<file path="config.mk">
export PLATFORM = sky130hd
export DESIGN_NAME = pulse_trigger_processor
export DESIGN_NICKNAME = d
export VERILOG_FILES = /design/src/rtl/pulse_trigger_processor.sv
export SDC_FILE = /design/constraint.sdc
export NUM_CORES = 1
export LEC_CHECK = 0
export ABC_AREA = 1
export BUFFER_PORTS_ARGS = -buffer_cell sky130_fd_sc_hd__buf_2
export CAP_MARGIN = 20
export CORE_ASPECT_RATIO = 0.9
export CORE_MARGIN = 4
export CORE_UTILIZATION = 51
export DETAILED_ROUTE_END_ITERATION = 10
export PLACE_DENSITY = 0.78
export SETUP_SLACK_MARGIN = 0.1
export SYNTH_ARGS = -nofsm -noshare
export SYNTH_HDL_FRONTEND = slang
export SYNTH_SLANG_ARGS = --single-unit
</file>
<file path="constraint.sdc">
create_clock -name clk -period 2.3 [get_ports clk]
set_clock_uncertainty 0.15 [all_clocks]
set_input_delay 0.115 -clock clk [delete_from_list [all_inputs] [get_ports clk]]
set_output_delay 0.115 -clock clk [all_outputs]
set_load 0.05 [all_outputs]
</file>
<file path="src/rtl/pulse_trigger_processor.sv">
// ---------------------------------------------------------------------------
// pulse_trigger_processor: pops trigger words, strobes enabled channels,
// collects completions with timeout, emits one readout record.  Rev 1.0
// ---------------------------------------------------------------------------
`default_nettype none

module pulse_trigger_processor #(
   parameter logic [31:0] TIMEOUT = 32'd40000,
   parameter int          NCHAN   = 5
) (
   input  logic             clk,
   input  logic             reset_n,
   input  logic             in_valid,
   input  logic [127:0]     in_data,
   output logic             in_ready,
   input  logic [NCHAN-1:0] chan_en,
   input  logic [NCHAN-1:0] chan_ready,
   output logic [NCHAN-1:0] acq_trig,
   output logic [1:0]       acq_type,
   input  logic [NCHAN-1:0] acq_done,
   output logic             out_valid,
   output logic [127:0]     out_data,
   input  logic             out_ready,
   output logic [31:0]      trigs_processed,
   output logic [31:0]      timeout_count,
   output logic [3:0]       state
);

   typedef enum logic [3:0] {
      S_IDLE  = 4'b0001,
      S_SEND  = 4'b0010,
      S_WAIT  = 4'b0100,
      S_STORE = 4'b1000
   } state_t;

   state_t           r_state;
   state_t           w_state_nxt;
   logic [43:0]      r_ts;
   logic [23:0]      r_num;
   logic [1:0]       r_len;
   logic [NCHAN-1:0] r_en;
   logic [NCHAN-1:0] r_done;
   logic             r_tflag;
   logic [31:0]      r_timer;
   logic [31:0]      r_trigs;
   logic [31:0]      r_tocount;
   logic             w_gate;
   logic [NCHAN-1:0] w_done_nxt;
   logic             w_complete;
   logic             w_timeout_hit;
   logic             w_unused;

   assign w_unused      = ^in_data[127:70];
   assign w_gate        = ((chan_ready & chan_en) == chan_en);
   assign w_done_nxt    = r_done | (acq_done & r_en);
   assign w_complete    = (w_done_nxt == r_en);
   assign w_timeout_hit = (r_timer == (TIMEOUT - 32'd1));

   always_ff @(posedge clk or negedge reset_n) begin
      if (!reset_n) begin
         r_state <= S_IDLE;
      end else begin
         r_state <= w_state_nxt;
      end
   end

   always_comb begin
      w_state_nxt = r_state;
      in_ready    = 1'b0;
      acq_trig    = '0;
      acq_type    = 2'b00;
      out_valid   = 1'b0;
      case (r_state)
         S_IDLE: begin
            in_ready = w_gate;
            if (in_valid && w_gate) w_state_nxt = S_SEND;
         end
         S_SEND: begin
            acq_trig    = r_en;
            acq_type    = r_len;
            w_state_nxt = (r_en == '0) ? S_STORE : S_WAIT;
         end
         S_WAIT: begin
            if (w_complete || w_timeout_hit) w_state_nxt = S_STORE;
         end
         S_STORE: begin
            out_valid = 1'b1;
            if (out_ready) w_state_nxt = S_IDLE;
         end
         default: w_state_nxt = S_IDLE;
      endcase
   end

   always_ff @(posedge clk or negedge reset_n) begin
      if (!reset_n) begin
         r_ts      <= '0;
         r_num     <= '0;
         r_len     <= '0;
         r_en      <= '0;
         r_done    <= '0;
         r_tflag   <= 1'b0;
         r_timer   <= '0;
         r_trigs   <= '0;
         r_tocount <= '0;
      end else begin
         case (r_state)
            S_IDLE: begin
               if (in_valid && w_gate) begin
                  r_ts    <= in_data[43:0];
                  r_num   <= in_data[67:44];
                  r_len   <= in_data[69:68];
                  r_en    <= chan_en;
                  r_done  <= '0;
                  r_tflag <= 1'b0;
               end
            end
            S_SEND: begin
               r_timer <= '0;
            end
            S_WAIT: begin
               r_done <= w_done_nxt;
               // Completion takes priority over an expiring timer
               if (!w_complete) begin
                  if (w_timeout_hit) begin
                     r_tflag   <= 1'b1;
                     r_tocount <= r_tocount + 32'd1;
                  end else begin
                     r_timer <= r_timer + 32'd1;
                  end
               end
            end
            S_STORE: begin
               if (out_ready) r_trigs <= r_trigs + 32'd1;
            end
            default: ;
         endcase
      end
   end

   assign out_data = out_valid
      ? {{(128 - 71 - 2*NCHAN){1'b0}}, r_tflag, r_done, r_en, r_len, r_num, r_ts}
      : 128'd0;

   assign trigs_processed = r_trigs;
   assign timeout_count   = r_tocount;
   assign state           = r_state;

endmodule

`default_nettype wire

</file>
==> impl_metrics.env <==
export IMPL_coreArea_sq_um=20110
export IMPL_yosysTopAreaCell="dfrtp_1"
export IMPL_first_iter_violations=873
export IMPL_fin_total_pwr_mw=9.046
export IMPL_synth_area_leaders="dfrtp_1 (43%), nand2_1 (16%), nor2_1 (9.2%), inv_1 (6.1%), o21ai_0 (4.6%)"
export IMPL_end_kind="primary output"
export IMPL_rows=49
export IMPL_synth_edf_count=0
export IMPL_clk_latency_ns=0.44
export IMPL_grt_max_degree=84
export IMPL_max_freq_ghz=0.4571
export IMPL_synth_most_common_cell="nand2_1"
export IMPL_nets=1963
export IMPL_hold_viol_final=0
export IMPL_path_buf_inv=2
export IMPL_cts_made_buffers=17
export IMPL_dp_cells=1963
export IMPL_grt_pass1_vias=10170
export IMPL_grt_first_pass_wirelength_um=49910
export IMPL_layout_setup_ws_ns=0.1122
export IMPL_finalHoldWorstSlack_ns=0.02651
export IMPL_seq_area_frac_synth_pct=43.18
export IMPL_slew_violations=0
export IMPL_status="completed"
export IMPL_route_detailed_wl_per_inst_um=15.05
export IMPL_stdcell_area_sq_um=13420
export IMPL_leakage_nw=6.767
export IMPL_path_class="reg -> out"
export IMPL_drcViolationCount=0
export IMPL_vias=10670
export IMPL_yosys_top_cells_count="nand2_1 (445), nor2_1 (258), dfrtp_1 (180)"
export IMPL_cts_tree="done"
export IMPL_syn_avg_cell_area_sq_um=7.055
export IMPL_worst_path_max_delay_cell="dfrtp_1"
export IMPL_fin_util_pct=66.73
export IMPL_crit_required_ns=2.04
export IMPL_die_area_sq_um=22930
export IMPL_slew_headroom_pct=65.33
export IMPL_fin_crit_sh_pct=95.12
export IMPL_wl_um=31310
export IMPL_io_pins=352
export IMPL_cp_cell_sequence="nor2_1, nand2_2, buf_16, nor2_1, clkbuf_4"
export IMPL_die_x_um=159.2
export IMPL_netlist_area_leader_share_pct=42.93
export IMPL_timing_critical_path_from_type="register"
export IMPL_vdd_drop_max_mv=0.4569
export IMPL_syn2layout_area_growth_pct=27.91
export IMPL_power_density_nw_per_um2=674.1
export IMPL_ys_flop_type="dfrtp_1"
export IMPL_rsz0062_at_grt="yes"
export IMPL_die_h_um=144.1
export IMPL_antenna_found_initial=0
export IMPL_cts_sinks=181
export IMPL_path_max_fanout=83
export IMPL_cp_top_family="simple AND/OR/NAND/NOR gates"
export IMPL_maxCapViolCount=0
export IMPL_place_ws_ns=0.1843
export IMPL_diodes=0
export IMPL_portBuffers=246
export IMPL_setup_viol=0
export IMPL_clk_pin_slew_ns=0.08
export IMPL_path_common_cell="nor2_1"
export IMPL_synthesis_area_sq_um=10490
export IMPL_yosysWarnings=0
export IMPL_worst_slew_pin_slew_ns=0.5161
export IMPL_dp_hpwl_um=21320
export IMPL_arrival_ns=1.92
export IMPL_drive_above_1_share_pct=17.91
export IMPL_gr_total_overflow=0
export IMPL_min_path_type="in -> async"
export IMPL_dr_pass1_iters=6
export IMPL_synth_async_reset_ratio_pct=100.0
export IMPL_routed_via_density=5.127
export IMPL_root_buffer="clkbuf_16"
export IMPL_clockBufferDepth=2
export IMPL_period_needed_ns=2.188
export IMPL_initial_utilization_pct=52.17
export IMPL_place_gp_congestion=0.9770
export IMPL_ant_nets=0
export IMPL_yosysUniqueCellTypes=37
export IMPL_fin_cells=2081
export IMPL_htree_levels=4
export IMPL_synthCells=1487
export IMPL_tns_ns=0
export IMPL_postPlaceCellArea_sq_um=11870
export IMPL_cpPeakStageDelay_ns=0.41
export IMPL_ys_seq_elements=181
export IMPL_grt_usage_pct=26.36
## cells by family (layout without fill, tap and decap cells)
| logic type | Yosys count | count (layout) | synth area share, % |
|---|---|---|---|
| XOR/XNOR | 64 | 64 | 5.343 |
| flip-flops | 181 | 181 | 43.18 |
| other | 1 | 47 | 0.03574 |
| buffers and inverters | 268 | 561 | 12.09 |
| adder cells (fa/ha/maj) | 3 | 3 | 0.3578 |
| AO/OA/AOI/OAI | 112 | 112 | 5.617 |
| AND/OR/NAND/NOR | 858 | 858 | 33.37 |
## final timing paths
path | from | slack [ns] | end | cells past startpoint
setup reg to reg | state[1]$_DFFE_PN0P_ | 0.21 | trigs_processed[18]$_DFFE_PN0P_ | 8
hold / removal | reset_n | 0.03 | trigs_processed[16]$_DFFE_PN0P_ | 2
setup / recovery | state[1]$_DFFE_PN0P_ | 0.11 | out_data[27] | 5
max in group asynchronous | reset_n | 1.31 | r_ts[39]$_DFFE_PN0P_ | 3
hold reg to reg | trigs_processed[30]$_DFFE_PN0P_ | 0.36 | trigs_processed[30]$_DFFE_PN0P_ | 1
min in group clk | chan_ready[4] | 0.23 | state[0]$_DFFE_PN1P_ | 6
## sequential cells by signal, indices dropped and copies added (netlist names)
signal and flops:
r_done 5, r_len 2, trigs_processed 32, timeout_count 32
r_num 24, r_tflag 1, r_ts 44, r_timer 32
r_en 5, state 4
## power by group
group,switching (mW),internal (mW)
Combinational,1.43,0.611
Clock,1.40,1.46
Sequential,0.280,3.87
## cell type report
cell class	instances	area, sq um
clock buffers	18	439.2
clock inverters	14	133.9
fillers	1666	6690
inverters	173	650.6
multi-input cells	1084	4902
flip-flops and latches	181	4532
well taps	255	319.1
repair buffers	356	2442
## cell usage in the layout (no fill, tap or decap), types with 6 or more instances in the layout
cell,count
buf_12,6
buf_2,217
buf_4,19
clkbuf_16,17
clkbuf_4,27
conb_1,47
dfrtp_1,179
dlygate4sd3_1,84
inv_1,169
nand2_1,443
nand3_1,84
nand3b_1,12
nand4_1,12
nor2_1,256
nor3_1,35
o21ai_0,96
xnor2_1,20
xor2_1,44
## layer usage
metal	global-route usage [%]	share of wire, %
met1	34.98	42
met4	9.269	3.2
met3	5.842	8.0
met2	43.31	47
met5	0	0
## repair_timing
item / in CTS / in global routing
endpoints found under the hold margin: 269 / 0
hold buffers: 84 / 0
setup endpoints to repair: 82 / 72
resized for setup: 3 / 37
setup buffers: 0 / 2
pin swaps: 0 / 2
cloned: 0 / 0
Note: power is estimated with default switching activity, not from simulation.
